===== config.mk =====
export PLATFORM = sky130hd
export DESIGN_NAME = waveform_playout
export DESIGN_NICKNAME = d
export VERILOG_FILES = /design/src/rtl/wf_playout_pkg.sv /design/src/rtl/waveform_playout.sv
export SDC_FILE = /design/constraint.sdc
export NUM_CORES = 1
export LEC_CHECK = 0
export ABC_AREA = 1
export BUFFER_PORTS_ARGS = -buffer_cell sky130_fd_sc_hd__clkbuf_2
export CAP_MARGIN = 10
export CORE_MARGIN = 2
export CORE_UTILIZATION = 25
export CTS_CLUSTER_SIZE = 10
export DETAILED_ROUTE_END_ITERATION = 8
export PLACE_DENSITY_LB_ADDON = 0.15
export SYNTH_ARGS = -nofsm -noshare
export SYNTH_HDL_FRONTEND = slang
export SYNTH_SLANG_ARGS = --single-unit

===== constraint.sdc =====
create_clock -name clk_in1 -period 4.5 [get_ports clk_in1]
set_clock_uncertainty 0.05 [all_clocks]
set_input_delay 0 -clock clk_in1 [delete_from_list [all_inputs] [get_ports clk_in1]]
set_output_delay 0 -clock clk_in1 [all_outputs]
set_load 0.01 [all_outputs]

===== src/rtl/wf_playout_pkg.sv =====
// Shared encodings for the waveform playout reader: FSM states and the
// bit positions of the length field and of the I/Q halves of a beat.
package wf_playout_pkg;

  typedef enum logic [1:0] {
    ST_IDLE  = 2'd0,
    ST_ARM   = 2'd1,
    ST_PLAY  = 2'd2,
    ST_DRAIN = 2'd3
  } wfp_state_t;

  localparam int WFP_LEN_LSB = 0;
  localparam int WFP_LEN_MSB = 31;
  localparam int I_LSB       = 0;
  localparam int Q_LSB       = 16;
  localparam int SAMPLE_W    = 16;

endpackage


===== src/rtl/waveform_playout.sv =====
// Plays one stored waveform from the wfout AXI-stream to the DAC path as
// registered 16-bit I/Q, checking beat count against the programmed length.
module waveform_playout
  import wf_playout_pkg::*;
#(
  parameter int LEN_W     = 32,
  parameter int DRAIN_MAX = 4096
) (
  input  logic             clk_in1,
  input  logic             reset,
  input  logic [127:0]     waveform_parameters,
  input  logic             wf_read_ready,
  input  logic             play_trigger,
  input  logic             play_enable,
  input  logic [31:0]      wfout_axis_tdata,
  input  logic             wfout_axis_tvalid,
  input  logic             wfout_axis_tlast,
  input  logic [3:0]       wfout_axis_tkeep,
  output logic             wfout_axis_tready,
  output logic [15:0]      dac_out_i,
  output logic [15:0]      dac_out_q,
  output logic             dac_out_valid,
  output logic             play_active,
  output logic             play_done,
  output logic [LEN_W-1:0] sample_count,
  output logic             underflow_err,
  output logic             tlast_err,
  output logic             trig_overrun,
  input  logic             err_clear
);

  localparam int DRAIN_W = $clog2(DRAIN_MAX + 1);
  localparam logic [DRAIN_W-1:0] DRAIN_LAST = DRAIN_W'(DRAIN_MAX - 1);
  localparam logic [LEN_W-1:0]   COUNT_MAX  = '1;

  // state is the FSM register; checkers bind to it directly.
  wfp_state_t         state;
  logic [LEN_W-1:0]   len;
  logic [LEN_W-1:0]   param_len;
  logic [DRAIN_W-1:0] drain_cnt;
  logic               beat;
  logic               at_last;
  logic               busy;
  logic               trig_start;
  logic               uf_set;
  logic               tl_set;
  logic               tr_set;
  logic               unused_bits;

  assign param_len   = LEN_W'(waveform_parameters[WFP_LEN_MSB:WFP_LEN_LSB]);
  assign unused_bits = ^{waveform_parameters[127:WFP_LEN_MSB+1], wfout_axis_tkeep};

  // Handshake: a beat transfers on any clock where tvalid and tready are both
  // high; tready depends only on state, never on tvalid.
  assign wfout_axis_tready = (state == ST_PLAY) || (state == ST_DRAIN);
  assign beat              = wfout_axis_tvalid && wfout_axis_tready;
  assign at_last           = (sample_count == len - LEN_W'(1));

  // The play_done cycle still counts as busy so a trigger there is refused.
  assign busy       = (state != ST_IDLE) || play_done;
  assign trig_start = play_trigger && play_enable && !busy;
  assign tr_set     = play_trigger && busy;
  assign uf_set     = (state == ST_PLAY) && !wfout_axis_tvalid && (sample_count != '0);
  assign tl_set     = (state == ST_PLAY) && beat && (wfout_axis_tlast != at_last);

  always_ff @(posedge clk_in1) begin
    if (reset) begin
      state         <= ST_IDLE;
      len           <= '0;
      drain_cnt     <= '0;
      dac_out_i     <= '0;
      dac_out_q     <= '0;
      dac_out_valid <= 1'b0;
      play_active   <= 1'b0;
      play_done     <= 1'b0;
      sample_count  <= '0;
      underflow_err <= 1'b0;
      tlast_err     <= 1'b0;
      trig_overrun  <= 1'b0;
    end else begin
      play_done     <= 1'b0;
      dac_out_valid <= 1'b0;
      dac_out_i     <= '0;
      dac_out_q     <= '0;
      underflow_err <= !err_clear && (underflow_err || uf_set);
      tlast_err     <= !err_clear && (tlast_err || tl_set);
      trig_overrun  <= !err_clear && (trig_overrun || tr_set);

      case (state)
        ST_IDLE: begin
          if (trig_start) begin
            len          <= param_len;
            sample_count <= '0;
            if (param_len == '0) begin
              play_done <= 1'b1;
            end else begin
              state       <= ST_ARM;
              play_active <= 1'b1;
            end
          end
        end
        ST_ARM: begin
          if (wf_read_ready) state <= ST_PLAY;
        end
        ST_PLAY: begin
          if (beat) begin
            dac_out_valid <= 1'b1;
            dac_out_i     <= wfout_axis_tdata[I_LSB +: SAMPLE_W];
            dac_out_q     <= wfout_axis_tdata[Q_LSB +: SAMPLE_W];
            if (sample_count != COUNT_MAX) sample_count <= sample_count + LEN_W'(1);
            if (wfout_axis_tlast) begin
              state       <= ST_IDLE;
              play_active <= 1'b0;
              play_done   <= 1'b1;
            end else if (at_last) begin
              state     <= ST_DRAIN;
              drain_cnt <= '0;
            end
          end
        end
        ST_DRAIN: begin
          // Flush the overlong frame, but never wait on the source forever.
          if ((beat && wfout_axis_tlast) || (drain_cnt == DRAIN_LAST)) begin
            state       <= ST_IDLE;
            play_active <= 1'b0;
            play_done   <= 1'b1;
          end else begin
            drain_cnt <= drain_cnt + DRAIN_W'(1);
          end
        end
        default: state <= ST_IDLE;
      endcase
    end
  end

endmodule


After elaboration in Yosys (flattened, before gate mapping)
Cells that the tools add are included.
{"block": "classes", "n_addsub": 3, "n_eq_ne": 18, "muxes": 30, "bitwise": 2, "reduce_logical": 35}
{"op": "two-way mux 32 bit", "n": 3}
{"op": "case mux 32 bit (2 select lines)", "n": 1}
{"op": "two-way mux 13 bit", "n": 4}
{"op": "adder 32 x 1 -> 32 bit, second input constant", "n": 1}
{"op": "equality test 32 bit", "n": 1}
{"op": "logical NOT 32 bit", "n": 1}
{"op": "!= test 32 bit, second input constant", "n": 1}
{"op": "nonzero test 32 bit", "n": 1}
{"op": "subtractor 32 x 1 -> 32 bit, second input constant", "n": 1}
{"op": "case mux 13 bit (2 select lines)", "n": 1}
{"op": "!= test 2 bit, second input constant", "n": 8}
{"op": "two-way mux 2 bit", "n": 7}
{"op": "adder 13 x 1 -> 13 bit, second input constant", "n": 1}
{"op": "equality test 13 x 12 -> 1 bit, second input constant", "n": 1}
{"op": "logical AND 1 bit", "n": 12}
{"op": "AND reduction 6 bit", "n": 2}
{"op": "two-way mux 1 bit", "n": 11}
{"op": "case mux 2 bit (4 select lines)", "n": 1}
{"op": "logical OR 1 bit", "n": 6}
{"op": "case mux 1 bit (3 select lines)", "n": 2}
{"op": "nonzero test 2 bit", "n": 3}
{"op": "AND reduction 5 bit", "n": 1}
{"op": "equality test 2 bit, second input constant", "n": 2}
{"op": "!= test 2 x 1 -> 1 bit, second input constant", "n": 2}
{"op": "11 further kinds", "n": 14}
{"block": "totals", "reg_bits": 117, "in_bits": 172, "output_inout_bits": 71, "elab_cells": 100}

Longest topological paths before layout
Gate-level depths: netlist of run 1.
{"block": "logic_depth", "depth_word": 7, "mapped_depth": 22, "ltp_nobuf": 22}

Worst setup path after synthesis of run 1
Ideal clock, no wire load.
{"block": "synth_timing", "path_kind": "reg-to-reg", "startpoint": "reg len[0]", "endpoint": "reg state[1]", "arrival_time_ns": 2.196, "required_time_ns": 4.380, "slack_ns": 2.184, "path_stages_with_launch": 20, "path_buffers": 0, "synth_period_minus_slack_ns": 2.316, "cell_sequence": "dfxtp_1 > inv_1 > ha_1 > nand2_2 > nor2_4 > nand2_2 > nor2_2 > nor2_1 > nor2_1 > nand2_1 > nor2_1 > nand2_1 > nor2_2 > nand2_1 > ha_1 > nand2_1 > o21ai_0 > nor3_1 > nand2_1 > a21oi_1"}
{"block": "synth_between", "elab_chain_len": 4}
{"element": "start, declared", "line": "waveform_playout.sv:38", "rtl": "logic [LEN_W-1:0] len;"}
{"element": "start signal, assigned", "line": "waveform_playout.sv:92", "rtl": "len <= param_len;"}
{"element": "subtractor 32 x 1 -> 32 bit", "line": "waveform_playout.sv:57", "rtl": "assign at_last = (sample_count == len - LEN_W'(1));"}
{"element": "equality test 32 bit", "line": "waveform_playout.sv:57"}
{"element": "!= test 3 bit (no source line)"}
{"element": "AND reduction 6 bit (no source line)"}
{"element": "end signal, assigned", "line": "waveform_playout.sv:68", "rtl": "state <= ST_IDLE;"}
{"element": "end signal, assigned", "line": "waveform_playout.sv:97", "rtl": "state <= ST_ARM;"}
{"element": "end signal, assigned", "line": "waveform_playout.sv:103", "rtl": "if (wf_read_ready) state <= ST_PLAY;"}
{"element": "end, declared", "line": "waveform_playout.sv:37", "rtl": "wfp_state_t state;"}
No other way between the ends.
A chain may end at the register's enable or synchronous reset.

Final worst setup path of run 1
Ends and elaborated chain as after synthesis.

==> metrics.md, run 1 <==
| Metric | Value |
|---|---|
| Fmax | `0.285 GHz` |
| Slew headroom | `35.2%` |
| Clock buffer depth | `2` |
| Initial DRC Count | `249` |
| Worst-path fanout max | `6` |
| Area share of the largest cell type after synthesis | `36.3%` |
| Fin crit period | `3510 ps` |
| Cell taking the most area after synthesis | `dfxtp_1` |
| Total setup buffers inserted after CTS | `0` |
| Die X | `165 µm` |
| Reg2reg end | `state[1]$_SDFFE_PP0P_` |
| Final Max Tran Viols | `0` |
| Clock buffer count from CTS | `17` |
| Seq pwr share | `32.7%` |
| Status | `completed` |
| DRC Markers | `0` |
| R2R Setup Slk | `990 ps` |
| Largest net degree at the start of global routing | `67` |
| Post-synth top flop | `dfxtp_1` |
| Switching power total | `0.00142 W` |
| Initial antenna violation count | `0` |
| WHS Endpoint | `play_active$_SDFFE_PP0P_` |
| RSZ-0062 raised after global routing | `false` |
| Syn_nets | `1,171` |
| Hold depth | `7` |
| DP HPWL | `15,800 µm` |
| Hold Startpoint | `play_enable` |
| Count of cell types in the netlist | `36` |
| #FFs+latches synth | `117` |
| Placed Cells | `1,441` |
| Vias post-DR | `6,810` |
| Sequential element share of the synthesized area | `36.3%` |
| Crit start category | `register` |
| Number of synthesized flops with an enable pin | `0` |
| Leak | `3.95 nW` |
| Worst Path Class, Setup | `reg -> reg` |
| ANT nets after route | `0` |
| Worst Hold Class | `in -> reg` |
| Worst-Skew Late Latency | `430 ps` |
| Combinational share of power | `30.5%` |
| Design Area, Final | `8770 µm²` |
| First-pass GRT wire length | `34,200 µm` |
| Sw Ratio | `38.3%` |
| Clock Sink Count | `117` |
| Fin util | `34.7%` |
| Clock Power Share | `36.8%` |
| Crit end category | `register` |
| Die area | `27,100 µm²` |
| Critical Path RT | `4820 ps` |
| DRT Pass-1 Iters | `5` |
| Worst-Margin Slew | `972 ps` |
| CTS root buffer | `clkbuf_16` |
| Multi-input combinational cell area | `3430 µm²` |
| Area contributors post-synth | `dfxtp_1, nand2_1, nor2_1, inv_1, a21oi_1` |
| Layout cell share with drive strength beyond 1 | `16.9%` |
| Reg2reg path depth | `20` |
| GRT Overall Usage | `16.2%` |
| Async S/R FF share, synth | `0%` |
| Fillcell total | `2,770` |
| Arrival @ worst endpoint | `3830 ps` |
| IO Port Bufs | `142` |
| Initial Util | `25.6%` |
| Post-DP Area | `7480 µm²` |
| # rows | `58` |
| H-tree levels | `4` |
| RR Startpoint | `len[0]$_SDFFE_PP0P_` |
| Power density cells | `423 nW/µm²` |
| Layout Cells excl Fill | `1,544` |
| CTS tree | `yes` |
| Max_cap viols | `0` |
| Mapped Avg Cell Area | `6.50 µm²` |
| Reg area | `2340 µm²` |
| Core ar. | `25,300 µm²` |
| Vias in the first global route | `6,743` |
| P_int | `0.00229 W` |
| Fin Setup TNS | `0 ps` |
| Warnings, synthesis | `0` |
| Synth top cells by count | `nand2_1, nor2_1, inv_1` |
| Fin nets | `1,378` |
| Final-report hold violation count | `0` |
| WL per Instance | `13.8 µm` |
| Peak supply drop | `240 µV` |
| Most frequent cell after synthesis | `nand2_1` |
| Clk slew on worst S/H paths | `60 ps` |
| Final Wtd Congestion | `0.832` |
| Die Ht | `165 µm` |
| Post-Syn Area | `6460 µm²` |
| Synthesized netlist cell count | `994` |
| Routed WL | `21,300 µm` |
| Via-to-Cell Ratio | `4.41` |
| IO Pins | `243` |
| Antenna diodes | `0` |
| Area grow syn2layout | `35.8%` |
| Final setup fails | `0` |
| GR Overflow Total | `0` |
| Fin crit share | `78.0%` |
## layer usage
layer	routed length [µm]	vias to the layer above	GRT usage, %
li1	-	3586	-
met4	261	0	4.27
met1	10000	3063	20.4
met5	0	-	0
met2	9890	147	27.5
met3	1090	14	4.29
## what timing repair did
action,CTS,global route
hold buffers,71,0
hold endpoints to repair,70,0
resized for setup,0,0
## cell usage in the layout, fill, tap and decap left out, drive strengths merged, types with 33 or more instances in the layout
cell type and n:
dlygate4sd3 71, xor2 35, a21oi 76, nand2 203, clkbuf 159, inv 156
nor2 176, nand3 42, o21ai 59, nor3 33, dfxtp 117
## kinds of logic after synthesis
| kind of cell | count (synthesis) | share of synthesized area [%] |
|---|---|---|
| simple gates | 505 | 34.3 |
| buf+inv | 176 | 10.6 |
| flops | 117 | 36.3 |
| fa+ha+maj | 5 | 0.968 |
| compound gates | 144 | 11.5 |
| xor+xnor | 47 | 6.37 |
## registers in the layout (all words and copies together) (netlist names)
register and cells:
sample_count 32, play_active 1, tlast_err 1, dac_out_q 16
trig_overrun 1, dac_out_i 16, len 32, play_done 1
underflow_err 1, dac_out_valid 1, drain_cnt 13, state 2
## power by group through the flow
stage	registers, W	logic [W]	clock network [W]
4_1_cts	0.00121	0.00114	0.00140
2_1_floorplan	0.00122	0.000785	0
5_1_grt	0.00123	0.00129	0.00145
6_report	0.00121	0.00113	0.00137
3_5_place_dp	0.00123	0.00109	0
3_3_place_gp	0.00123	0.00108	0
## per-stage QoR
step / power (W) / hold WS (ps) / setup slack (ps)
final: 0.00371 / 162 / 992
after global placement: 0.00232 / 148 / 1510
after floorplan: 0.00200 / 32.7 / 2180
after CTS: 0.00376 / 123 / 985
after detailed placement: 0.00232 / 150 / 1540
after global routing: 0.00397 / 191 / 629
## cell type report
class                   instances  area share, %
multi-input cells             701           39.2
flip-flops and latches        117           26.7
repair buffers                216           16.5
inverters                     148           6.33
clock buffers                  17           4.85
well taps                     330           4.71
clock inverters                15           1.80
## worst max-delay path by stage
stage	cells past startpoint	to	slack, ps	from
floorplan	19	state[1]$_SDFFE_PP0P_	2180	len[0]$_SDFFE_PP0P_
global placement	19	state[1]$_SDFFE_PP0P_	1510	len[0]$_SDFFE_PP0P_
detailed placement	19	state[1]$_SDFFE_PP0P_	1540	len[0]$_SDFFE_PP0P_
CTS	20	state[1]$_SDFFE_PP0P_	980	len[0]$_SDFFE_PP0P_
global route	20	state[1]$_SDFFE_PP0P_	630	len[0]$_SDFFE_PP0P_
finish	20	state[1]$_SDFFE_PP0P_	990	len[0]$_SDFFE_PP0P_
## worst max-delay path, cell delays in order, from the launching register on
cell and delay [ps]:
dfxtp_1 310, inv_1 120, ha_1 220, nand2_2 130, nor2_1 300, nand2_1 170, clkinv_1 110, nand3_1 70
nand2_1 70, nand2_1 50, nor2_1 120, nand2_1 90, nor2_2 210, nand2_1 110, ha_1 180, nand2_1 60
o21ai_0 90, nor3_1 220, nand2_1 80, a21oi_1 130, dlygate4sd3_1 560
Note: power is estimated with default switching activity, not from simulation.
==> inputs of run 2 (changes only) <==
- clock period: 4.5 -> 3.45 ns (I/O delays scaled with it)
==> run 2 against run 1 <==
Utilization rose by 0.16 points. Die area is the same. Worst hold slack worse by 21 ps. Global-route usage is 0.18 points lower. Non-clock buffer count increased by 3. Power is 31% higher. Register-to-register slack got worse by 530 ps. First-iteration DRC count up 3.2%. Flip-flop and latch count unchanged. Highest routed layer unchanged.
==> metrics.md, run 2 (synthesis results as in run 1) <==
| Metric | Value |
|---|---|
| CP max stage cell | `dfxtp_1` |
| Critical Path RT | `3750 ps (-1070 ps)` |
| Via-to-Cell Ratio | `4.38 (-0.62%)` |
| Max_cap viols | `0 (unchanged)` |
| # rows | `58 (unchanged)` |
| Final WS setup | `463 ps (-529 ps)` |
| Crit start category | `register` |
| Die Ht | `165 µm (unchanged)` |
| Fillcell total | `2,780 (+0.36%)` |
| IO Port Bufs | `142 (unchanged)` |
| Slew headroom | `34.6% (-0.58 points)` |
| CTS root buffer | `clkbuf_16` |
| CP cell instances | `inv_1 > ha_1 > nand2_2 > nor2_1 > nand2_1 > clkinv_1 > nand3_1 > nand2_1 > nand2_1 > nor2_1 > nand2_1 > nor2_2 > nand2_1 > ha_1 > nand2_1 > o21ai_0 > nor3_1 > nand2_1 > a21oi_1` |
| Fin Setup TNS | `0 ps (unchanged)` |
| IO Pins | `243 (unchanged)` |
| Number of gates resized after CTS | `0 (unchanged)` |
| Worst-path fanout max | `6 (unchanged)` |
| Fin crit period | `2990 ps (-521 ps)` |
| Arrival @ worst endpoint | `3280 ps (-550 ps)` |
| WHS Endpoint | `drain_cnt[1]$_SDFFE_PP0P_` |
| Top Registers | `len x32, sample_count x32` |
| DRT Pass-1 Iters | `5 (unchanged)` |
| Antenna diodes | `0 (unchanged)` |
| Setup WS pre-CTS | `454 ps (-1080 ps)` |
| Core ar. | `25,300 µm² (unchanged)` |
| Multi-input combinational cell area | `3430 µm² (unchanged)` |
| Routed WL | `21,000 µm (-1.3%)` |
| Die area | `27,100 µm² (unchanged)` |
| Largest stage delay, worst path | `310 ps (-250 ps)` |
| CP most frequent cell | `nand2_1` |
| Fmax | `0.335 GHz (+17%)` |
| Initial DRC Count | `257 (+3.2%)` |
| Largest net degree at the start of global routing | `67 (unchanged)` |
| RSZ-0062 raised after global routing | `false` |
| First-pass GRT wire length | `33,500 µm (-2.0%)` |
| Clock buffer depth | `2 (unchanged)` |
| Fin nets | `1,381 (+0.22%)` |
| Fin crit share | `86.6% (+8.6 points)` |
| Area grow syn2layout | `36.4%` |
| ANT nets after route | `0 (unchanged)` |
| Crit end category | `register` |
| Layout cell share with drive strength beyond 1 | `17.2% (+0.29 points)` |
| Power, Total | `0.00486 W (+31%)` |
| GRT Overall Usage | `16.0% (-0.18 points)` |
| R2R Setup Slk | `460 ps (-530 ps)` |
| GR Overflow Total | `0 (unchanged)` |
| Peak supply drop | `314 µV (+31%)` |
| Power density cells | `551 nW/µm² (+31%)` |
| Clock buffer count from CTS | `17 (unchanged)` |
| Worst-Skew Late Latency | `420 ps (about the same)` |
| Commonest non-fill, non-tap cell in the layout | `nand2_1` |
| Status | `completed` |
| DP HPWL | `15,800 µm (+0.30%)` |
| Clock Sink Count | `117 (unchanged)` |
| Final-report hold violation count | `0 (unchanged)` |
| CTS tree | `yes` |
| WL per Instance | `13.6 µm (-1.5%)` |
| Reg2reg end | `state[1]$_SDFFE_PP0P_` |
| Vias in the first global route | `6,603 (-2.1%)` |
| Clk slew on worst S/H paths | `70 ps (about the same)` |
| Worst Hold Class | `in -> reg` |
| Initial antenna violation count | `0 (unchanged)` |
| Leak | `3.97 nW (+0.59%)` |
| Hold depth | `2 (-5)` |
| H-tree levels | `4 (unchanged)` |
| Die X | `165 µm (unchanged)` |
| Total setup buffers inserted after CTS | `0 (unchanged)` |
| DRC Markers | `0 (unchanged)` |
| Worst Path Class, Setup | `reg -> reg` |
| Final Max Tran Viols | `0 (unchanged)` |
| Worst-Margin Slew | `980 ps (+8.70 ps)` |
| Initial Util | `25.6% (unchanged)` |
| Vias post-DR | `6,781 (-0.43%)` |
| Most frequent cells in the layout | `nand2_1, nor2_1, inv_1, clkbuf_2, dfxtp_1` |
| Final setup fails | `0 (unchanged)` |
| RR Startpoint | `len[0]$_SDFFE_PP0P_` |
| Reg area | `2340 µm² (unchanged)` |
| Reg2reg path depth | `19 (-5.0%)` |
| Final Wtd Congestion | `0.843 (+1.2%)` |
| Hold Startpoint | `reset` |
[run 2: cell types whose count changed in the layout (fill, tap and decap cells not counted), moves of 3 or more]
cell | previous run | this run
clkinv_8 | 0 | 4
inv_8 | 4 | 7
inv_6 | 6 | 3
buf_4 | 3 | 7
[run 2: worst max-delay path by stage]
| stage | from | end | slack, ps | cells past startpoint |
|---|---|---|---|---|
| finish | len[0]$_SDFFE_PP0P_ | state[1]$_SDFFE_PP0P_ | 460 | 19 |
| global route | len[0]$_SDFFE_PP0P_ | state[1]$_SDFFE_PP0P_ | 140 | 19 |
| CTS | len[0]$_SDFFE_PP0P_ | state[1]$_SDFFE_PP0P_ | 430 | 19 |
| detailed placement | len[0]$_SDFFE_PP0P_ | state[1]$_SDFFE_PP0P_ | 450 | 19 |
| global placement | len[0]$_SDFFE_PP0P_ | state[1]$_SDFFE_PP0P_ | 470 | 19 |
| floorplan | len[0]$_SDFFE_PP0P_ | state[1]$_SDFFE_PP0P_ | 1130 | 19 |
[run 2: routing by layer]
layer / GRT usage, % / vias up / wire (µm)
li1: - / 3602 / -
met1: 20.2 / 3010 / 9840
met2: 26.6 / 152 / 9710
met3: 4.27 / 17 / 1150
met4: 5.53 / 0 / 330
met5: 0 / - / 0
[run 2: timing repair]
action	in CTS	in global routing
hold buffers	70	0
endpoints found under the setup margin	0	0
hold endpoints to repair	70	0
[run 2: final cells by class]
class | count | share of cell area [%]
Clock buffer | 17 | 4.83
Sequential cell | 117 | 26.6
Tap cell | 330 | 4.68
Clock inverter | 15 | 2.03
Multi-Input combinational cell | 701 | 39.0
Timing Repair Buffer | 219 | 16.6
Inverter | 148 | 6.30
[run 2: critical path: cells and delay by family, from the launching register on]
kind                     cells  cell delay, ps
adder cells (fa/ha/maj)      2             410
buffers and inverters        2             230
AND/OR/NAND/NOR             13            1690
AO/OA/AOI/OAI                2             210
flip-flops                   1             310
[run 2: stage by stage]
stage / util (%) / cell area [µm²] / hold slack (ps) / cells
after floorplan: - / 6460 / 32.7 / 994
after global placement: 29.7 / 7510 / 147 / 1445
after detailed placement: 29.7 / 7510 / 151 / 1445
after CTS: 34.9 / 8810 / 107 / 1547
after global routing: 34.9 / 8810 / 202 / 1547
final: 34.9 / 8810 / 141 / 1547
[run 2: power breakdown]
part           switching [W]  leakage [nW]  internal [W]  total [W]
registers           0.000123         0.949       0.00146    0.00158
logic               0.000970          2.73      0.000510    0.00148
clock network       0.000818         0.297      0.000984    0.00180
